### config.mk
export PLATFORM = sky130hd
export DESIGN_NAME = register_file
export DESIGN_NICKNAME = d
export VERILOG_FILES = /design/src/rtl/register_file.sv
export SDC_FILE = /design/constraint.sdc
export NUM_CORES = 1
export LEC_CHECK = 0
export CAP_MARGIN = 10
export CELL_PAD_IN_SITES_DETAIL_PLACEMENT = 0
export CELL_PAD_IN_SITES_GLOBAL_PLACEMENT = 1
export CORE_MARGIN = 10
export CORE_UTILIZATION = 42
export DETAILED_ROUTE_END_ITERATION = 8
export PLACE_DENSITY_LB_ADDON = 0.2
export REMOVE_ABC_BUFFERS = 1
export SLEW_MARGIN = 15
export SYNTH_ARGS = -nofsm -noshare
export SYNTH_HDL_FRONTEND = slang
export SYNTH_SLANG_ARGS = --single-unit
### constraint.sdc
create_clock -name clock -period 3 [get_ports clock]
set_input_delay 0.3 -clock clock [delete_from_list [all_inputs] [get_ports clock]]
set_output_delay 0.3 -clock clock [all_outputs]
set_load 0.02 [all_outputs]
### src/rtl/register_file.sv
// register_file: general-purpose register bank with one write port that can
// load, increment, decrement or clear an entry in place, plus two independent
// combinational read ports. Registered carry/zero flags describe the most
// recent performed write.
//
// Optional feature macro: REGISTER_FILE_BYPASS_EN
//   defined   - a read port addressing the entry being written this cycle shows
//               the value that will be stored at the coming edge (flags are not
//               bypassed)
//   undefined - read ports always show the stored contents
module register_file #(
   parameter int WIDTH  = 8,
   parameter int DEPTH  = 4,
   parameter int ADDR_W = 2
) (
   input  logic              clock,
   input  logic              reset_n,
   input  logic              enable,
   input  logic [1:0]        op,
   input  logic [ADDR_W-1:0] waddr,
   input  logic [WIDTH-1:0]  data,
   input  logic [ADDR_W-1:0] raddr_a,
   input  logic [ADDR_W-1:0] raddr_b,
   output logic [WIDTH-1:0]  out_a,
   output logic [WIDTH-1:0]  out_b,
   output logic              carry,
   output logic              zero
);

   typedef enum logic [1:0] {
      OP_LOAD  = 2'b00,
      OP_INC   = 2'b01,
      OP_DEC   = 2'b10,
      OP_CLEAR = 2'b11
   } op_e;

   // One extra bit so that DEPTH == 2**ADDR_W is representable.
   localparam logic [ADDR_W:0] DEPTH_C = (ADDR_W + 1)'(DEPTH);

   logic [WIDTH-1:0] regs_q   [DEPTH];
   logic [WIDTH-1:0] regs_d   [DEPTH];
   logic [WIDTH-1:0] rd_src_s [DEPTH];
   logic             carry_q;
   logic             carry_d;
   logic             zero_q;
   logic             zero_d;
   logic             wr_valid_s;
   logic [WIDTH-1:0] cur_s;
   logic [WIDTH-1:0] next_s;
   logic             next_carry_s;

   // Qualify the write: only a definite enable, out of reset, to an existing entry.
   always_comb begin
      wr_valid_s = 1'b0;
      if ((enable == 1'b1) && (reset_n == 1'b1) && ({1'b0, waddr} < DEPTH_C)) begin
         wr_valid_s = 1'b1;
      end else begin
         wr_valid_s = 1'b0;
      end
   end

   // Select the current contents of the entry addressed by the write port.
   always_comb begin
      cur_s = {WIDTH{1'b0}};
      for (int i = 0; i < DEPTH; i++) begin
         cur_s = cur_s | (regs_q[i] & {WIDTH{waddr == ADDR_W'(i)}});
      end
   end

   // Compute the written result and its carry/borrow for the requested operation.
   always_comb begin
      next_s       = {WIDTH{1'b0}};
      next_carry_s = 1'b0;
      case (op_e'(op))
         OP_LOAD: begin
            next_s       = data;
            next_carry_s = 1'b0;
         end
         OP_INC: begin
            // Carry out of the extended sum marks the all-ones -> 0 wrap.
            {next_carry_s, next_s} = {1'b0, cur_s} + {{WIDTH{1'b0}}, 1'b1};
         end
         OP_DEC: begin
            // Borrow appears as the top bit when decrementing from 0.
            {next_carry_s, next_s} = {1'b0, cur_s} - {{WIDTH{1'b0}}, 1'b1};
         end
         OP_CLEAR: begin
            next_s       = {WIDTH{1'b0}};
            next_carry_s = 1'b0;
         end
         default: begin
            next_s       = {WIDTH{1'b0}};
            next_carry_s = 1'b0;
         end
      endcase
   end

   // Next state of the bank: only the addressed entry takes the new value.
   always_comb begin
      for (int i = 0; i < DEPTH; i++) begin
         if (wr_valid_s && (waddr == ADDR_W'(i))) begin
            regs_d[i] = next_s;
         end else begin
            regs_d[i] = regs_q[i];
         end
      end
   end

   // Flags follow a performed write and hold otherwise.
   always_comb begin
      carry_d = carry_q;
      zero_d  = zero_q;
      if (wr_valid_s) begin
         carry_d = next_carry_s;
         zero_d  = (next_s == {WIDTH{1'b0}});
      end else begin
         carry_d = carry_q;
         zero_d  = zero_q;
      end
   end

   // Register bank and flags; asynchronous reset clears everything.
   always_ff @(posedge clock or negedge reset_n) begin
      if (!reset_n) begin
         for (int i = 0; i < DEPTH; i++) begin
            regs_q[i] <= {WIDTH{1'b0}};
         end
         carry_q <= 1'b0;
         zero_q  <= 1'b0;
      end else begin
         for (int i = 0; i < DEPTH; i++) begin
            regs_q[i] <= regs_d[i];
         end
         carry_q <= carry_d;
         zero_q  <= zero_d;
      end
   end

`ifdef REGISTER_FILE_BYPASS_EN
   // Reads see the pending write value for the entry being written this cycle.
   always_comb begin
      for (int i = 0; i < DEPTH; i++) begin
         rd_src_s[i] = regs_d[i];
      end
   end
`else
   // Reads see only the stored contents.
   always_comb begin
      for (int i = 0; i < DEPTH; i++) begin
         rd_src_s[i] = regs_q[i];
      end
   end
`endif

   // Read port A; addresses beyond the bank match no entry and read 0.
   always_comb begin
      out_a = {WIDTH{1'b0}};
      for (int i = 0; i < DEPTH; i++) begin
         out_a = out_a | (rd_src_s[i] & {WIDTH{raddr_a == ADDR_W'(i)}});
      end
   end

   // Read port B; addresses beyond the bank match no entry and read 0.
   always_comb begin
      out_b = {WIDTH{1'b0}};
      for (int i = 0; i < DEPTH; i++) begin
         out_b = out_b | (rd_src_s[i] & {WIDTH{raddr_b == ADDR_W'(i)}});
      end
   end

   // Flags are driven straight from their flops.
   always_comb begin
      carry = carry_q;
      zero  = zero_q;
   end

endmodule

==> results of run 1 <==
==> logic make-up after synthesis <==
| kind of cell | count (synthesis) | synth area share, % |
|---|---|---|
| AOI/OAI and AO/OA | 49 | 13.24 |
| buffers and inverters | 20 | 4.210 |
| adders and majority gates | 2 | 1.108 |
| DFF | 34 | 37.67 |
| muxes | 26 | 25.15 |
| and+or+nand+nor | 75 | 15.57 |
| xor gates and xnor gates | 7 | 3.047 |
==> registers in the layout, summed over array words and instances (netlist names) <==
name,flops
zero,1
rd_src_s,32
carry,1
==> power by group <==
group / leakage [nW] / total (mW) / internal (mW) / switching (mW)
clock network: 0.0575 / 0.402 / 0.232 / 0.170
logic: 0.722 / 0.960 / 0.520 / 0.440
registers: 0.430 / 0.693 / 0.575 / 0.118
total: 1.21 / 2.05 / 1.33 / 0.728
==> timing repair <==
action                                  in CTS  in global routing
endpoints found under the setup margin       0                  5
hold endpoints to repair                     0                  0
gates resized for setup                      0                  3
==> per-stage QoR <==
stage	TNS (ps)	worst slack (ps)	hold WS (ps)	utilization, %
3_5_place_dp	-1196	-251.2	470.7	54.84
3_3_place_gp	-1131	-238.6	464.4	54.84
6_report	0	102.5	350.5	57.04
4_1_cts	0	45.91	359.8	56.97
2_1_floorplan	0	249.8	4.409	-
5_1_grt	-2.612	-2.612	383.4	57.04
==> layer usage <==
metal	GRT usage, %	wire length, microns	share of wire [%]	vias up
met5	0	0	0	-
met4	4.627	79	1.3	0
met3	3.437	280	4.5	6
met2	25.00	3047	49	44
met1	20.15	2845	45	954
li1	-	-	-	918
==> synth_stat cells, types with 2 or more instances <==
| cell | n |
|---|---|
| dfrtp_1 | 34 |
| nand2_1 | 31 |
| o21ai_0 | 23 |
| mux4_2 | 22 |
| nor2_1 | 17 |
| a21oi_1 | 11 |
| clkbuf_1 | 8 |
| nor3_1 | 8 |
| inv_1 | 6 |
| nand3_1 | 4 |
| nor4_1 | 4 |
| o32a_1 | 4 |
| xnor2_1 | 4 |
| o21ai_1 | 3 |
| buf_1 | 2 |
| buf_6 | 2 |
| ha_1 | 2 |
| mux2i_1 | 2 |
| mux4_1 | 2 |
| nand4_1 | 2 |
| o31a_1 | 2 |
| or4_4 | 2 |
| xor2_1 | 2 |
==> worst paths after layout <==
check	startpoint	endpoint	slack, ps
max	waddr[0]	zero$_DFFE_PN0P_	100
min	reset_n	zero$_DFFE_PN0P_	350
max reg2reg	rd_src_s[2]$_DFFE_PN0P_	zero$_DFFE_PN0P_	320
min reg2reg	carry$_DFFE_PN0P_	carry$_DFFE_PN0P_	480
max in group asynchronous	reset_n	rd_src_s[4]$_DFFE_PN0P_	1920
min in group clock	carry$_DFFE_PN0P_	carry$_DFFE_PN0P_	480
==> final cells by class <==
class                      instances  area share (%)
inverter                           6          0.7634
sequential                        34           28.84
clock buffer                       8           3.732
tap                               70           2.969
multi-input combinational        159           44.36
timing repair buffer              63           19.34
==> worst reg2reg max path: cells and delay by family (launching register included) <==
| family | cells | cell delay, ps |
|---|---|---|
| AND/OR/NAND/NOR | 2 | 990 |
| multiplexers | 1 | 510 |
| flip-flops | 1 | 410 |
| AO/OA/AOI/OAI | 2 | 390 |
| buffers and inverters | 1 | 170 |
| XOR/XNOR | 1 | 150 |
==> results.cfg, run 1 <==
[run_status]
run_status = finished clean

[global_route]
grt_start_max_net_pins = 28
gr-total-overflow = 0
grt_first_pass_wirelength_mm = 10.54
track_usage_pct = 15.46
grt_pass1_vias = 1997
antenna_found_initial = 0

[synth]
ys_types = 39
yosys.area.top_type = dfrtp_1
synth_area_leaders = dfrtp_1 (38%), mux4_2 (22%), nand2_1 (5.2%)
syn_area_sq_mm = 0.002258
ys.flop_type = dfrtp_1
synth_warnings = 0
syn_avg_cell_area_sq_um = 10.60
synth-edff-count = 0
yosysSeqAreaShare_pct = 37.67
netlist_instances = 213
yosysTopAreaCellShare_pct = 37.67
yosys_register_bits = 34
ys_async_sr_fraction_pct = 100.0

[worst_setup_path]
critPathMaxFanout = 6
arrival_ps = 3130
cp.depth = 9
critPathTopFamily = simple AND/OR/NAND/NOR gates
slowest_stage = or4_4
rr_worst_depth = 7
cp_common_cell = or4_4
path_cells = clkdlybuf4s50_1, buf_6, mux4_2, or4_4, or4_4, xnor2_2, a311oi_2, buf_4, a41o_1
path_buf_inv = 3
critPathMaxStageDelay_ps = 550
crit_type = in -> reg
required_ps = 3230
cp-end-kind = register
critPathLaunchType = input port

[route]
routedWlPerCell_microns = 18.39
wl_mm = 6.253
drc_errors = 0
antenna_left = 0
routed_via_density = 5.653
drt_iter0_markers = 169
route.vias.total = 1922
drt_first_pass_iters = 4

[clock_network]
clk_pin_slew_ps = 70
cts_max_path_buffers = 2
cts_tree = built
cts.sinks = 34
cts_root_buffer = clkbuf_8
clock_latency_ps = 290
h-tree-depth = 2
cts_hold_buf = 0
numCtsBuffers = 5
post-cts-setup-buffers = 0

[run]
drv_cap = 0

[power_and_ir_drop]
power_mw = 2.055
leakage_nw = 1.209
power_density_mw_per_mm2 = 696.5
vdd_drop_max_v = 0.0003858

[die]
dieArea_sq_mm = 0.008710
core-area_sq_mm = 0.005172
num_rows = 26
start_util_pct = 43.66
ios = 37
die_h_microns = 93.33
die_x_microns = 93.33

[cells_and_area]
multi_input_area_sq_mm = 0.001309
nets = 290
final_common_cell = clkdlybuf4s50_1
nFillCells = 475
final_cell_mix = clkdlybuf4s50_1 (36), dfrtp_1 (34), nand2_1 (31), buf_4 (25)
drive_gt1_share_pct = 22.96
instances_no_fill = 340
n_antenna_cell = 0
syn_to_final_growth_pct = 30.64
regArea_sq_um = 850.8
stdcell_area_sq_mm = 0.002950

[timing]
hold_viol = 0
slew_violations = 0
setup_viol = 0
fmax_mhz = 345.1
tightest_slew_ps = 722.9
finClkSkew_ps = 3.938
max-slew-margin-rel_pct = 51.55
min_period_ps = 2897
timing.final.crit_share_pct = 96.58

[worst_hold_path]
hold_class = in -> async

[placed_design]
dp_hpwl_mm = 4.798
gp_congestion = 0.8314
numPortBuffers = 36
placed_area_sq_mm = 0.002836
dp.cells = 332
Power figures use the tool's default switching activity.
==> run 2: changes to the inputs <==
Settings changed: CAP_MARGIN 10 to 20, SLEW_MARGIN 15 to default.
==> results of run 2 <==
The final DEF is identical to that of run 1; final timing and power are the same.
